**config.mk**
```make
export PLATFORM = sky130hd
export DESIGN_NAME = ldw_muldiv
export DESIGN_NICKNAME = d
export VERILOG_FILES = /design/src/rtl/ldw_muldiv.sv
export SDC_FILE = /design/constraint.sdc
export NUM_CORES = 1
export LEC_CHECK = 0
export CAP_MARGIN = 20
export CORE_MARGIN = 4
export CORE_UTILIZATION = 25
export CTS_CLUSTER_SIZE = 30
export DETAILED_ROUTE_END_ITERATION = 8
export GPL_TIMING_DRIVEN = 0
export PLACE_DENSITY = 0.48
export RECOVER_POWER = 50
export SLEW_MARGIN = 40
export SYNTH_ARGS = -nofsm -noshare
export SYNTH_HDL_FRONTEND = slang
export SYNTH_SLANG_ARGS = --single-unit
```
**constraint.sdc**
```tcl
create_clock -name clk -period 4.3 [get_ports clk]
set_input_delay 0.86 -clock clk [delete_from_list [all_inputs] [get_ports clk]]
set_output_delay 0.86 -clock clk [all_outputs]
set_load 0.01 [all_outputs]
```
**src/rtl/ldw_muldiv.sv**
```systemverilog
// ---------------------------------------------------------------------------
// ldw_muldiv -- iterative 32x32 multiply / 32/32 divide unit.
//
// One shift-add (multiply) or restoring shift-subtract (divide) step per
// clock. An accepted operation takes 34 cycles from the start edge to done.
//
// Ports:
//   clk          rising-edge clock for all state
//   clr          synchronous active-high reset; abandons any operation
//   start        begin an operation (sampled only while busy=0)
//   op[1:0]      00 MULTU, 01 MULT, 10 DIVU, 11 DIV
//   a[31:0]      operand A / dividend
//   b[31:0]      operand B / divisor
//   busy         high while an operation is in progress
//   done         one-cycle pulse: hi/lo hold the new result
//   hi[31:0]     product[63:32] or remainder
//   lo[31:0]     product[31:0]  or quotient
//   o_dbg_state  current FSM state (0 IDLE, 1 RUN, 2 FIX)
//
// Handshake: start is taken at a rising edge only when busy=0 (IDLE); while
// busy=1 start is ignored, nothing is queued. done pulses for the single
// cycle after the result is written, and since the FSM is already IDLE in
// that cycle a new start may be presented alongside done.
// ---------------------------------------------------------------------------
module ldw_muldiv (
    input  logic        clk,
    input  logic        clr,
    input  logic        start,
    input  logic [1:0]  op,
    input  logic [31:0] a,
    input  logic [31:0] b,
    output logic        busy,
    output logic        done,
    output logic [31:0] hi,
    output logic [31:0] lo,
    output logic [1:0]  o_dbg_state
);

    typedef enum logic [1:0] {
        S_IDLE = 2'd0,
        S_RUN  = 2'd1,
        S_FIX  = 2'd2
    } state_t;

    state_t       r_state;
    state_t       w_next;

    logic [4:0]   r_cnt;     // step counter; wraps 31->0 on the last step
    logic [1:0]   r_op;
    logic [31:0]  r_a;       // original operand A (remainder sign, div-by-zero)
    logic         r_b_neg;   // sign of original operand B
    logic [31:0]  r_opb;     // multiplicand / divisor magnitude
    // Working register. Multiply: {partial product high, multiplier/low
    // product}. Divide: {partial remainder, dividend shifting into quotient}.
    logic [63:0]  r_p;
    logic         r_done;
    logic [31:0]  r_hi;
    logic [31:0]  r_lo;

    logic [31:0]  w_a_neg;
    logic [31:0]  w_b_neg;
    logic [32:0]  w_sum;
    logic [63:0]  w_mul_p;
    logic [32:0]  w_shift;
    logic [33:0]  w_diff;
    logic [63:0]  w_div_p;
    logic [63:0]  w_p_neg;
    logic [31:0]  w_quo_neg;
    logic [31:0]  w_rem_neg;
    logic         w_sign_diff;
    logic         w_div0;
    logic [63:0]  w_res;

    // ------------------------------------------------------------------
    // FSM: state register
    // ------------------------------------------------------------------
    always_ff @(posedge clk) begin
        if (clr) begin
            r_state <= S_IDLE;
        end else begin
            r_state <= w_next;
        end
    end

    // FSM: next state
    always_comb begin
        w_next = r_state;
        case (r_state)
            S_IDLE:  if (start) w_next = S_RUN;
            S_RUN:   if (r_cnt == 5'd31) w_next = S_FIX;
            S_FIX:   w_next = S_IDLE;
            default: w_next = S_IDLE;
        endcase
    end

    // FSM: outputs
    always_comb begin
        busy        = (r_state != S_IDLE);
        o_dbg_state = r_state;
    end

    // ------------------------------------------------------------------
    // Operand conditioning: signed ops work on magnitudes.
    // ------------------------------------------------------------------
    assign w_a_neg = ~a + 32'd1;
    assign w_b_neg = ~b + 32'd1;

    // Multiply step: add multiplicand into the upper half when the current
    // multiplier bit is set, then shift the whole 65-bit result right.
    assign w_sum   = {1'b0, r_p[63:32]} + (r_p[0] ? {1'b0, r_opb} : 33'd0);
    assign w_mul_p = {w_sum, r_p[31:1]};

    // Divide step: shift the next dividend bit into the remainder and try to
    // subtract. A 33-bit shifted remainder always exceeds the divisor, so the
    // restored or reduced remainder always fits back into 32 bits.
    assign w_shift = {r_p[63:32], r_p[31]};
    assign w_diff  = {1'b0, w_shift} - {2'b00, r_opb};
    assign w_div_p = w_diff[33] ? {w_shift[31:0], r_p[30:0], 1'b0}
                                : {w_diff[31:0],  r_p[30:0], 1'b1};

    // ------------------------------------------------------------------
    // Final sign correction, applied once in FIX.
    // ------------------------------------------------------------------
    assign w_p_neg     = ~r_p + 64'd1;
    assign w_quo_neg   = ~r_p[31:0] + 32'd1;
    assign w_rem_neg   = ~r_p[63:32] + 32'd1;
    assign w_sign_diff = r_a[31] ^ r_b_neg;
    assign w_div0      = (r_opb == 32'd0);

    always_comb begin
        w_res = r_p;
        case (r_op)
            2'b00: w_res = r_p;
            2'b01: w_res = w_sign_diff ? w_p_neg : r_p;
            2'b10: w_res = w_div0 ? {r_a, 32'hFFFF_FFFF} : r_p;
            default: begin
                if (w_div0) begin
                    w_res = {r_a, 32'hFFFF_FFFF};
                end else begin
                    // Quotient truncates toward zero; remainder follows dividend.
                    w_res = {(r_a[31] ? w_rem_neg : r_p[63:32]),
                             (w_sign_diff ? w_quo_neg : r_p[31:0])};
                end
            end
        endcase
    end

    // ------------------------------------------------------------------
    // Datapath and result registers
    // ------------------------------------------------------------------
    always_ff @(posedge clk) begin
        if (clr) begin
            r_cnt   <= 5'd0;
            r_op    <= 2'd0;
            r_a     <= 32'd0;
            r_b_neg <= 1'b0;
            r_opb   <= 32'd0;
            r_p     <= 64'd0;
            r_done  <= 1'b0;
            r_hi    <= 32'd0;
            r_lo    <= 32'd0;
        end else begin
            r_done <= 1'b0;
            case (r_state)
                S_IDLE: begin
                    if (start) begin
                        r_op    <= op;
                        r_a     <= a;
                        r_b_neg <= b[31];
                        r_opb   <= (op[0] && b[31]) ? w_b_neg : b;
                        r_p     <= {32'd0, ((op[0] && a[31]) ? w_a_neg : a)};
                        r_cnt   <= 5'd0;
                    end
                end
                S_RUN: begin
                    r_cnt <= r_cnt + 5'd1;
                    r_p   <= r_op[1] ? w_div_p : w_mul_p;
                end
                S_FIX: begin
                    r_done <= 1'b1;
                    r_hi   <= w_res[63:32];
                    r_lo   <= w_res[31:0];
                end
                default: begin
                end
            endcase
        end
    end

    assign done = r_done;
    assign hi   = r_hi;
    assign lo   = r_lo;

endmodule

```
# ---- Word-level counts from Yosys, hierarchy flattened
# Index checks and enable logic that the tools add are counted.
dict set report totals {
  inputBits 69
  out_inout_bits 68
  elab_cells 60
  reg_bits 203
}
dict set report classes {
  n_eq_ne 7
  n_bitwise 6
  addsub 8
  n_reduce_logical 10
  n_mux 19
}
# operator count
set ops {}
lappend ops {{$mux W64} 6}
lappend ops {{$pmux W64 S3} 1}
lappend ops {{$mux W32} 5}
lappend ops {{$add A32 B1 Y32 const B} 4}
lappend ops {{$not A32 Y32} 4}
lappend ops {{$pmux W64 S2} 1}
lappend ops {{$add A64 B1 Y64 const B} 1}
lappend ops {{$not A64 Y64} 1}
lappend ops {{$sub A33 B32 Y34} 1}
lappend ops {{$add A32 B32 Y33} 1}
lappend ops {{$logic_not A32 Y1} 1}
lappend ops {{$pmux W5 S2} 1}
lappend ops {{$reduce_and A2 Y1} 3}
lappend ops {{$add A5 B1 Y5 const B} 1}
lappend ops {{$eq A5 B5 Y1 const B} 1}
lappend ops {{$mux W5} 1}
lappend ops {{$eq A2 B1 Y1 const B} 2}
lappend ops {{$eq A2 B2 Y1 const B} 2}
lappend ops {{$logic_not A2 Y1} 2}
lappend ops {{$mux W2} 2}
lappend ops {{$ne A2 B2 Y1 const B} 2}
lappend ops {{$pmux W2 S2} 1}
lappend ops {{$reduce_bool A2 Y1} 2}
lappend ops {{$logic_and A1 B1 Y1} 2}
lappend ops {{2 further kinds} 2}

# ---- Longest topological paths before layout
dict set report depth {
  ltp_word 5
  ltp_mapped 15
  ltp_nobuf 14
}

# ---- Worst setup path before layout
# No wires, ideal clock.
dict set report synth_path {
  path_kind {register -> register}
  startpoint {register r_p[0]}
  endpoint {register r_p[63]}
  setup_time_ps 133
  path_buffers 2
  arrival_ps 2991
  t_required_ps 4167
  setup_slack_ps 1175
  path_stages_with_launch 16
  period_less_slack_ps 3125
  path_cell_list {dfxtp_1 -> inv_1 -> clkbuf_1 -> nor2_1 -> ha_1 -> clkbuf_1 -> a21oi_1 -> o21ai_0 -> a41oi_1 -> o21ai_0 -> nor3b_1 -> o21ai_1 -> a211o_1 -> a221o_1 -> a21oi_1 -> o211ai_1}
}
dict set report synth_between {
  elab_chain_len 4
}
# item line
set synth_lines {}
lappend synth_lines {{start: declaration} 55} ;# logic [63:0] r_p;
lappend synth_lines {{start signal: assignment} 171} ;# r_p <= {32'd0, ((op[0] && a[31]) ? w_a_neg : a)};
lappend synth_lines {{start signal: assignment} 177} ;# r_p <= r_op[1] ? w_div_p : w_mul_p;
lappend synth_lines {{$mux W32} 110} ;# assign w_sum = {1'b0, r_p[63:32]} + (r_p[0] ? {1'b0, r_opb} : 33'd0);
lappend synth_lines {{$add A32 B32 Y33} 110}
lappend synth_lines {{$mux W64} 177}
lappend synth_lines {{$pmux W64 S2} 164} ;# case (r_state)
# Every way passes these cells.
# A chain may end at the register's enable or synchronous reset.

# ---- Final worst setup path
dict set report layout_path {
  startpoint {register r_p[31]}
  endpoint {register r_p[60]}
}
dict set report layout_between {
  elab_chain_len 4
}
# item line
set layout_lines {}
lappend layout_lines {{$sub A33 B32 Y34} 117} ;# assign w_diff = {1'b0, w_shift} - {2'b00, r_opb};
lappend layout_lines {{$mux W64} 118} ;# assign w_div_p = w_diff[33] ? {w_shift[31:0], r_p[30:0], 1'b0}
lappend layout_lines {{$mux W64} 177}
lappend layout_lines {{$pmux W64 S2} 164}
# Every way passes these cells.

==> out/metrics.sh <==
GRT_ANTENNA_BEFORE_REPAIR=3
NUMCTSBUFFERS=27
FINALMAXSLEWVIOLATIONS=0
FINALSETUPVIOLATIONS=0
YOSYS_WARNINGS=0
SYNTH_TOP_CELLS_BY_AREA='dfxtp_1, nor2_1, a21oi_1, nand2_1, ha_1'
MOST_COMMON_CELL_AFTER_LAYOUT_FILL_AND_TAPS_ASIDE='nor2_1'
SYNTH_TOP_AREA_SHARE=0.263
DRT_DRC_VIOLATIONS_LEFT=0
MAX_CAP_VIOL_COUNT=0
MOST-COMMON-LAYOUT-CELLS='nor2_1, nand2_1, dfxtp_1'
MAXIMUM_RESISTIVE_DROP_ON_VDD_V=0.000238
CRITICAL_PATH.STARTPOINT_TYPE='register'
HOLD-WORST-SLACK_PS=441
TRITONCTS='done'
SYNTH_TOP_FAMILY_BY_AREA='compound AO/OA/AOI/OAI gates'
AVGVIACOUNTPERCELL=5.52
SYNTHSIMPLEGATEAREAFRAC=0.215
CRIT_FANOUT=10
TOTAL_LEAKAGE_POWER_nW=7.22
N_FILL_CELL=6556
SYNTH_AREA_LEADER_CELL='dfxtp_1'
DIE_H_UM=256
SYN_INST=2101
DETAIL_ROUTE.WIRELENGTH_UM=75600
CLOCK_LATENCY_PS=580
DRT_FIRST_ITER_VIOLATIONS=1688
CLK_PIN_SLEW_WORST_PATHS_PS=60
DIE_AREA_SQ_MM=0.0658
GLOBALROUTE.TOTALOVERFLOW=0
TOP_LEVEL_PORTS=137
HOLD_VIOL=0
FLOORPLAN.INITIALDENSITY=0.254
GRT_SETUP_UNREPAIRED='false'
WORSTMARGINPINSLEW_PS=1030
HOLD_PATH.CLASS='reg2reg'
GRT_FIRST_PASS_WIRELENGTH_UM=110000
FINAL_CELL_COUNT_NO_FILL=3075
NUM_VIAS=17000
ROOT_BUFFER='clkbuf_16'
DESIGN.FINAL.NETS=2413
CLKPWRFRAC=0.402
YS_DOMINANT_REG_CELL='dfxtp_1'
TIMING.SETUP.CRITICAL_PATH_CLASS='reg2reg'
PERIOD_MINUS_SLACK_PS=4120
SW_FRAC_OF_TOTAL=0.342
CRIT_ARRIVAL_PS=4530
AREAGROWTHSYNTHTOFINISH_PCT=21.7
TIMING.CRITICAL_PATH.REQUIRED_PS=4710
FLOORPLAN.CORE_AREA_SQ_MM=0.0607
SYNTH_ENABLE_FLOP_CELLS=0
POWER.DENSITY_CELL_AREA_mW_PER_MM2=308
SYNTH-ADDER-AREA-SHARE=0.0593
DP_CELLS=3024
POST_SYNTH_XOR_AREA_FRACTION=0.0936
GRT_START_MAX_NET_PINS=15
SYNTH_FP_NETS=2242
CLOCK-SINKS=203
MUX_CELL_AREA_SHARE_AFTER_SYNTHESIS=0.0334
CLOCK.FMAX_GHz=0.243
PERIOD_SHARE=0.958
RELSLEWSLACK=0.312
DRTANTENNAVIOLNETS=0
WORST_CLOCK_SKEW_PS=24.1
SYNTH_COMPOUND_AREA_FRAC=0.280
OUTCOME='completed'
TRACK_USAGE=0.218
AVGROUTEDWIREPERCELL_UM=24.6
SYNTH.YOSYS.SEQ_AREA_SHARE=0.263
DPL.HPWL_UM=60400
MAPPEDNETLISTAREA_SQ_MM=0.0154
GPL.FINAL_WEIGHTED_CONGESTION=0.973
POWER.INTERNAL_mW=3.80
SYN-MEAN-INSTANCE-AREA_SQ_UM=7.35
NUM_ROWS=90
PORT_BUFFERS=136
POWER.SWITCHING_mW=1.98
FRACTION_OF_SYNTHESIS_FLOPS_USING_AN_ASYNCHRONOUS_SET_OR_RESET_PIN=0
DR.PASS1.ITERS=6
CRITICAL_PATH_END_TYPE='register'
FINALPOWER_mW=5.78
P_SEQ_FRAC=0.363
SHARE_OF_POST_ROUTE_CELLS_WITH_DRIVE_STRENGTH_ABOVE_1=0.0515
DIE_WIDTH_UM=256
SYNTH.FF_LATCH_COUNT=203
YS_TYPES=85
HOLD_BUFFERS_POST_CTS=0
COMBPWRFRAC=0.235
GRT_PASS1_VIAS=16100
CTS_MAX_LEVEL=1
CTS_MAX_PATH_BUFFERS=3
==> state kept, by name, indices dropped and copies added (netlist names) <==
register and flops:
r_cnt 5, r_p 64, done 1, lo 32
o_dbg_state 2, hi 32, r_a 32, r_b_neg 1
r_op 2, r_opb 32
==> per-layer routing <==
layer | wire [um] | share of wire | GRT usage
met1 | 35100 | 0.46 | 0.313
met2 | 33300 | 0.44 | 0.347
met3 | 5490 | 0.073 | 0.0328
met4 | 1660 | 0.022 | 0.0468
met5 | 0 | 0 | 0
==> power by group through the flow <==
| stage | clock, mW | combinational [mW] | sequential (mW) |
|---|---|---|---|
| 6_report | 2.32 | 1.36 | 2.10 |
| 3_3_place_gp | 0 | 1.32 | 2.13 |
| 5_1_grt | 2.44 | 1.46 | 2.11 |
| 3_5_place_dp | 0 | 1.32 | 2.13 |
| 2_1_floorplan | 0 | 0.851 | 2.06 |
| 4_1_cts | 2.37 | 1.33 | 2.09 |
==> layout make-up <==
type                            count  area (sq um)  share of cell area
Antenna cell                        1          2.50            0.000133
Buffer                            153           618              0.0329
Clock inverter                     13           145             0.00773
Sequential cell                   203          4070               0.216
Clock buffer                       36           759              0.0404
Multi-Input combinational cell   1678         10600               0.562
Inverter                           66           251              0.0134
Timing Repair Buffer              143          1410              0.0752
Tap cell                          782           978              0.0521
==> timing repair <==
action,in CTS,in global routing
setup endpoints to repair,3,9
setup buffers,2,0
resized for setup,2,7
==> stage by stage <==
stage	setup slack (ps)	utilization	setup TNS [ps]	area, sq um
floorplan	1180	-	0	15400
global placement	-40.0	0.293	-109	17800
detailed placement	-54.1	0.294	-78.2	17800
CTS	36.8	0.309	0	18800
global route	37.7	0.309	0	18800
finish	181	0.310	0	18800
==> cell usage after synthesis, types with 10 or more instances <==
cell and instances:
a21oi_1 188, nor3_1 37, nand2b_1 14, or4_1 10
o22ai_1 34, nand3_1 35, or3_1 23, xor2_1 73
a211oi_1 76, and3_1 14, dfxtp_1 203, buf_1 13
mux2i_1 47, inv_1 66, a21o_1 36, o221ai_1 14
a22oi_1 20, o21ai_0 131, nor2b_1 14, o31ai_1 24
o41ai_1 15, and2_1 12, nor2_1 251, ha_1 70
a311oi_1 16, a31oi_1 20, clkbuf_1 124, buf_2 14
nand2_1 246, o211ai_1 13, nor4_1 22, xnor2_1 92
nand4_1 15
==> logic make-up after synthesis <==
group	Yosys count
DFF	203
adders and majority gates	72
xor gates and xnor gates	165
AOI/OAI and AO/OA	665
muxes	51
buffers and inverters	220
and+or+nand+nor	725
==> final timing paths <==
check / start / endpoint / slack, ps / cells after the start
worst min register to register: hi[13] / hi[13] / 440 / 2
worst max-delay path: r_p[31] / r_p[60] / 180 / 12
worst max register to register: r_p[31] / r_p[60] / 180 / 12
worst min-delay path: hi[13] / hi[13] / 440 / 2
==> critical path: stages, from the launching register on <==
cell and delay (ps):
dfxtp_1 530, inv_1 230, ha_1 260, nor2b_1 140, o31ai_1 140, a21oi_1 380, o21ai_2 220, o21a_1 300
o211ai_1 440, buf_2 270, clkbuf_1 590, mux2i_1 300, o21ai_0 110
Note: power is estimated with default switching activity, not from simulation.
